**config.mk**
```make
export PLATFORM = sky130hd
export DESIGN_NAME = data_cache
export DESIGN_NICKNAME = d
export VERILOG_FILES = /design/src/rtl/data_cache.sv
export SDC_FILE = /design/constraint.sdc
export NUM_CORES = 2
export LEC_CHECK = 0
export ABC_AREA = 1
export CAP_MARGIN = 25
export CORE_MARGIN = 2
export CORE_UTILIZATION = 35
export CTS_BUF_LIST = sky130_fd_sc_hd__clkbuf_16
export DETAILED_ROUTE_END_ITERATION = 12
export PLACE_DENSITY = 0.49
export SYNTH_ARGS = -nofsm -noshare
export SYNTH_HDL_FRONTEND = slang
export SYNTH_SLANG_ARGS = --single-unit
```
**constraint.sdc**
```tcl
create_clock -name CLK -period 12.9 [get_ports CLK]
set_clock_uncertainty 0.15 [all_clocks]
set_input_delay 3.87 -clock CLK [delete_from_list [all_inputs] [get_ports CLK]]
set_output_delay 3.87 -clock CLK [all_outputs]
set_load 0.05 [all_outputs]
```
**src/rtl/data_cache.sv**
```systemverilog
// Direct-mapped, write-back, write-allocate data cache: 16 one-word lines.
// Latency: hits complete in the request cycle; a miss costs one cycle plus the memory access time(s).
// Backpressure: dhit stays low until the request is served; memory dwait stretches WB/FETCH/FLUSH.
module data_cache (
    input  logic        CLK,
    input  logic        nRST,
    input  logic        dmemREN,
    input  logic        dmemWEN,
    input  logic [31:0] dmemaddr,
    input  logic [31:0] dmemstore,
    input  logic        halt,
    output logic        dhit,
    output logic [31:0] dmemload,
    output logic        flushed,
    output logic        dREN,
    output logic        dWEN,
    output logic [31:0] daddr,
    output logic [31:0] dstore,
    input  logic        dwait,
    input  logic [31:0] dload
);
    typedef enum logic [2:0] {IDLE, WB, FETCH, FLUSH, FLUSHED} state_t;

    state_t      state_q, state_d;
    logic [15:0] valid_q, valid_d;
    logic [15:0] dirty_q, dirty_d;
    logic [25:0] tag_q  [16];
    logic [25:0] tag_d  [16];
    logic [31:0] data_q [16];
    logic [31:0] data_d [16];
    logic [3:0]  fidx_q, fidx_d;

    logic [3:0]  idx;
    logic [25:0] req_tag;
    logic        hit;
    logic        fline_dirty;
    logic        unused_byte_bits;

    assign idx     = dmemaddr[5:2];
    assign req_tag = dmemaddr[31:6];
    // The byte offset never selects anything: the cache is word-granular.
    assign unused_byte_bits = ^dmemaddr[1:0];

    // Halt outranks any request, so a hit is only reported while not halting.
    assign hit = (state_q == IDLE) & valid_q[idx] & (tag_q[idx] == req_tag)
               & (dmemREN | dmemWEN) & ~halt;
    assign dhit        = hit;
    assign dmemload    = (hit & dmemREN) ? data_q[idx] : 32'h0;
    assign flushed     = (state_q == FLUSHED);
    assign fline_dirty = valid_q[fidx_q] & dirty_q[fidx_q];

    // Next-state, line update and memory-port drive for every state.
    always_comb begin
        state_d = state_q;
        valid_d = valid_q;
        dirty_d = dirty_q;
        tag_d   = tag_q;
        data_d  = data_q;
        fidx_d  = fidx_q;
        dREN    = 1'b0;
        dWEN    = 1'b0;
        daddr   = 32'h0;
        dstore  = 32'h0;
        case (state_q)
            IDLE: begin
                if (halt) begin
                    state_d = FLUSH;
                    fidx_d  = 4'd0;
                end else if (dmemREN | dmemWEN) begin
                    if (hit) begin
                        // Write wins when both strobes are up.
                        if (dmemWEN) begin
                            data_d[idx]  = dmemstore;
                            dirty_d[idx] = 1'b1;
                        end
                    end else if (valid_q[idx] & dirty_q[idx]) begin
                        state_d = WB;
                    end else begin
                        state_d = FETCH;
                    end
                end
            end
            WB: begin
                dWEN   = 1'b1;
                daddr  = {tag_q[idx], idx, 2'b00};
                dstore = data_q[idx];
                if (!dwait) begin
                    dirty_d[idx] = 1'b0;
                    state_d      = FETCH;
                end
            end
            FETCH: begin
                dREN  = 1'b1;
                daddr = {dmemaddr[31:2], 2'b00};
                if (!dwait) begin
                    data_d[idx]  = dload;
                    tag_d[idx]   = req_tag;
                    valid_d[idx] = 1'b1;
                    dirty_d[idx] = 1'b0;
                    state_d      = IDLE;
                end
            end
            FLUSH: begin
                if (fline_dirty) begin
                    dWEN   = 1'b1;
                    daddr  = {tag_q[fidx_q], fidx_q, 2'b00};
                    dstore = data_q[fidx_q];
                end
                // Clean lines step on immediately; dirty ones wait for memory.
                if (!fline_dirty || !dwait) begin
                    dirty_d[fidx_q] = 1'b0;
                    if (fidx_q == 4'd15) begin
                        state_d = FLUSHED;
                    end else begin
                        fidx_d = fidx_q + 4'd1;
                    end
                end
            end
            FLUSHED: begin
                state_d = FLUSHED;
            end
            default: state_d = IDLE;
        endcase
    end

    // Control state: cleared asynchronously, so outputs drop the moment nRST falls.
    always_ff @(posedge CLK or negedge nRST) begin
        if (!nRST) begin
            state_q <= IDLE;
            valid_q <= '0;
            dirty_q <= '0;
            fidx_q  <= 4'd0;
        end else begin
            state_q <= state_d;
            valid_q <= valid_d;
            dirty_q <= dirty_d;
            fidx_q  <= fidx_d;
        end
    end

    // Tag and data storage: contents are meaningless until the valid bit is set.
    always_ff @(posedge CLK) begin
        tag_q  <= tag_d;
        data_q <= data_d;
    end
endmodule

```
==> results.md <==
* Status: complete, no violations
* Die area at 146000 sq um
* Synthesized area at 50100 sq um
* Crit end category: output pin
* Ys Warns at 0
* Final HPWL DP at 108 mm
* Post-CTS Setup Bufs at 0
* Post-CTS Resized at 0
* CTS sink count at 967
* Yosys reg bits at 967
* Largest incremental delay on the critical path at 0.66 ns
* Sequential share of power at 36.2%
* Leading post-synthesis cells by instance count: nand2_1 (1331), edfxtp_1 (928), nor2_1 (817)
* TNS Setup at 0 ns
* Post-synth top area share at 55.6%
* Comb power frac at 32.2%
* DIE HEIGHT at 382 um
* Crit path DAT at 7.64 ns
* Row Count at 138
* CP Class: in2out
* All-Layer GR Usage at 27.0%
* Setup crit start kind: input port
* CTS max path bufs at 3
* Root Buffer: clkbuf_16
* Tightest Pin Transition at 1.03 ns
* Switch Pwr at 3830 uW
* Main synth FF type: edfxtp_1
* Finished Layout Cells at 7505
* Syn_area_per_cell at 9.11 sq um
* Minimum hold slack at 0.327 ns
* Pre-CTS WS at 1.26 ns
* Final net count at 5627
* Initial antenna violation count at 7
* Final Hold Viols at 0
* Initial Utilization at 35.3%
* Pint at 6220 uW
* CTS tree: built
* DR iter-0 viols at 5100
* CTS H-Tree Depth at 3
* RSZ-0062 raised after global routing: false
* Final worst slack at 1.24 ns
* # setup viols final at 0
* Worst relative slew slack at 31.2%
* Final worst-path cycle share at 90.4%
* Worst hold start: valid_q[0]
* Number of global-route vias before repair at 41227
* Synth cell types at 45
* Cells after Synth at 5498
* Max Clock Freq at 0.0858 GHz
* Crit path from: dmemaddr[4]
* Required @ worst endpoint at 8.88 ns
* Sw Ratio at 38.1%
* Multi-input gate area at 18800 sq um
* Sequential share of the synthesized area at 57.6%
* DRC violations left at 0
* Reg area at 28900 sq um
* Skew-Pair Late Insertion Delay at 0.76 ns
* Share of post-route cells with drive strength above 1 at 7.98%
* Num ports at 202
* Max VDD drop at 0.000197 V
* First-pass GRT wire length at 288 mm
* Core box area at 142000 sq um
* DIE WIDTH at 382 um
* Clock-pin transition on the worst setup and hold timing paths at 0.06 ns
* Number of flops mapped to enable cells by yosys at 928
* GRT overflow at 0
* R2r startpoint: fidx_q[0]
* Power Density at 173 nW/um^2
* CP Cell Sequence: clkdlybuf4s50_1 -> inv_1 -> nor2_4 -> buf_4 -> buf_4 -> nand2_1 -> nand2_1 -> nor2_1 -> nand2_1 -> and3_1 -> nand3_1 -> nor2_1 -> nand3_2 -> buf_4 -> nor2_1 -> buf_12
* Final slew viol count at 0
* Area delta synth->final at 16.1%
* Leak at 0.0218 uW
* Asr flop ratio synth at 4.03%
* Inst Count DP at 7294
* RePlAce Congestion at 0.828
* Minimum clock period at 11.66 ns
* Most frequent cell after synthesis: nand2_1
* Clock power share at 31.6%
* Drt first pass iters at 6
* Post-synth top area cell: edfxtp_1
* Total CTS buffers at 113
* CP max FO at 32
* Synth area leaders: edfxtp_1 (56%), nand2_1 (10%), nor2_1 (6.1%)
* Antenna-violating nets left at 0
* Fillers at 13756
* DR vias at 43573
* Largest net degree at the start of global routing at 172
* Routed len/inst at 27.1 um
* Max-Cap Viols at 0
* PortBufs at 197
* Cts hold-fix bufs at 0
* Routed vias/inst at 5.81
* Routed wire length at 203 mm
* Min-delay worst type: reg2reg
* Crit-path slowest cell: clkdlybuf4s50_1
-- kinds of logic after synthesis --
family	after synthesis	share of synthesized area (%)
adders and majority gates	4	0.0999
and+or+nand+nor	2289	17.8
other	1	0.00748
muxes	32	0.639
DFF	967	57.6
xor gates and xnor gates	2	0.0350
buffers and inverters	689	5.62
AOI/OAI and AO/OA	1514	18.3
-- area by class of cell --
| type | count | area share, % |
|---|---|---|
| clock inverter | 93 | 1.25 |
| tap | 1890 | 4.06 |
| multi-input combinational | 3843 | 32.2 |
| sequential | 967 | 49.6 |
| inverter | 239 | 1.58 |
| antenna | 2 | 0.00860 |
| clock buffer | 114 | 4.90 |
| timing repair buffer | 357 | 6.38 |
-- metal layers --
| layer | track usage [%] | part of all wire [%] |
|---|---|---|
| met1 | 36.0 | 41 |
| met2 | 44.4 | 47 |
| met3 | 4.14 | 7.9 |
| met4 | 9.90 | 3.9 |
| met5 | 0 | 0 |
-- worst max-delay path: cells and delay by family --
family / cells / cell delay, ns
buf+inv: 6 / 2.23
simple gates: 10 / 1.43
-- worst paths after layout --
check,end,slack [ns],depth (start not counted)
min in group asynchronous,fidx_q[2],2.81,1
worst min register to register,valid_q[0],0.33,2
worst max-delay path,dmemload[22],1.24,16
worst min-delay path,valid_q[0],0.33,2
max in group asynchronous,fidx_q[1],9.35,2
worst max register to register,fidx_q[2],8.06,13
-- registers in the layout (all words and copies together), names as in the netlist --
signal / cells
data_q: 512
dirty_q: 16
fidx_q: 4
state_q: 3
tag_q: 416
valid_q: 16
-- power groups by stage --
stage	Sequential, uW	Combinational (uW)	Clock (uW)
after floorplan	3640	2080	0
after global placement	3700	3170	0
after detailed placement	3700	3180	0
after CTS	3630	3190	3210
after global routing	3650	3450	3320
final	3640	3240	3180
-- stage by stage --
step	area, sq um	total power (uW)	util (%)
after floorplan	50100	5710	-
after global placement	54500	6860	38.5
after detailed placement	54600	6880	38.5
after CTS	58100	10000	41.0
after global routing	58200	10400	41.0
final	58200	10000	41.0
-- layout by cell type, fill, tap and decap left out, types with 10 or more instances in the layout --
cell type        Yosys  routed
o21ai_0            488     488
buf_4               12     154
o32ai_1             26      26
dfrtp_1             39      36
a21oi_1            428     428
a221oi_1            26      26
nand4_1             24      24
buf_12               0      49
clkdlybuf4s50_1      0     150
inv_2                2      22
nor2_4               1      41
o31ai_1             25      25
clkbuf_16            0     114
o221ai_1            46      46
clkinv_2             0      21
mux2i_1             32      31
nand3_1             62      60
a22o_1              20      20
nand2_1           1331    1327
o211ai_1            27      27
edfxtp_1           928     928
a22oi_1            203     203
nor3_1              10      10
bufinv_16            0      11
clkinv_1            20      32
o22ai_1            147     147
nor2_1             817     790
nor4_1              16      16
a32o_1              50      50
inv_1              217     233
Power figures use the tool's default switching activity.
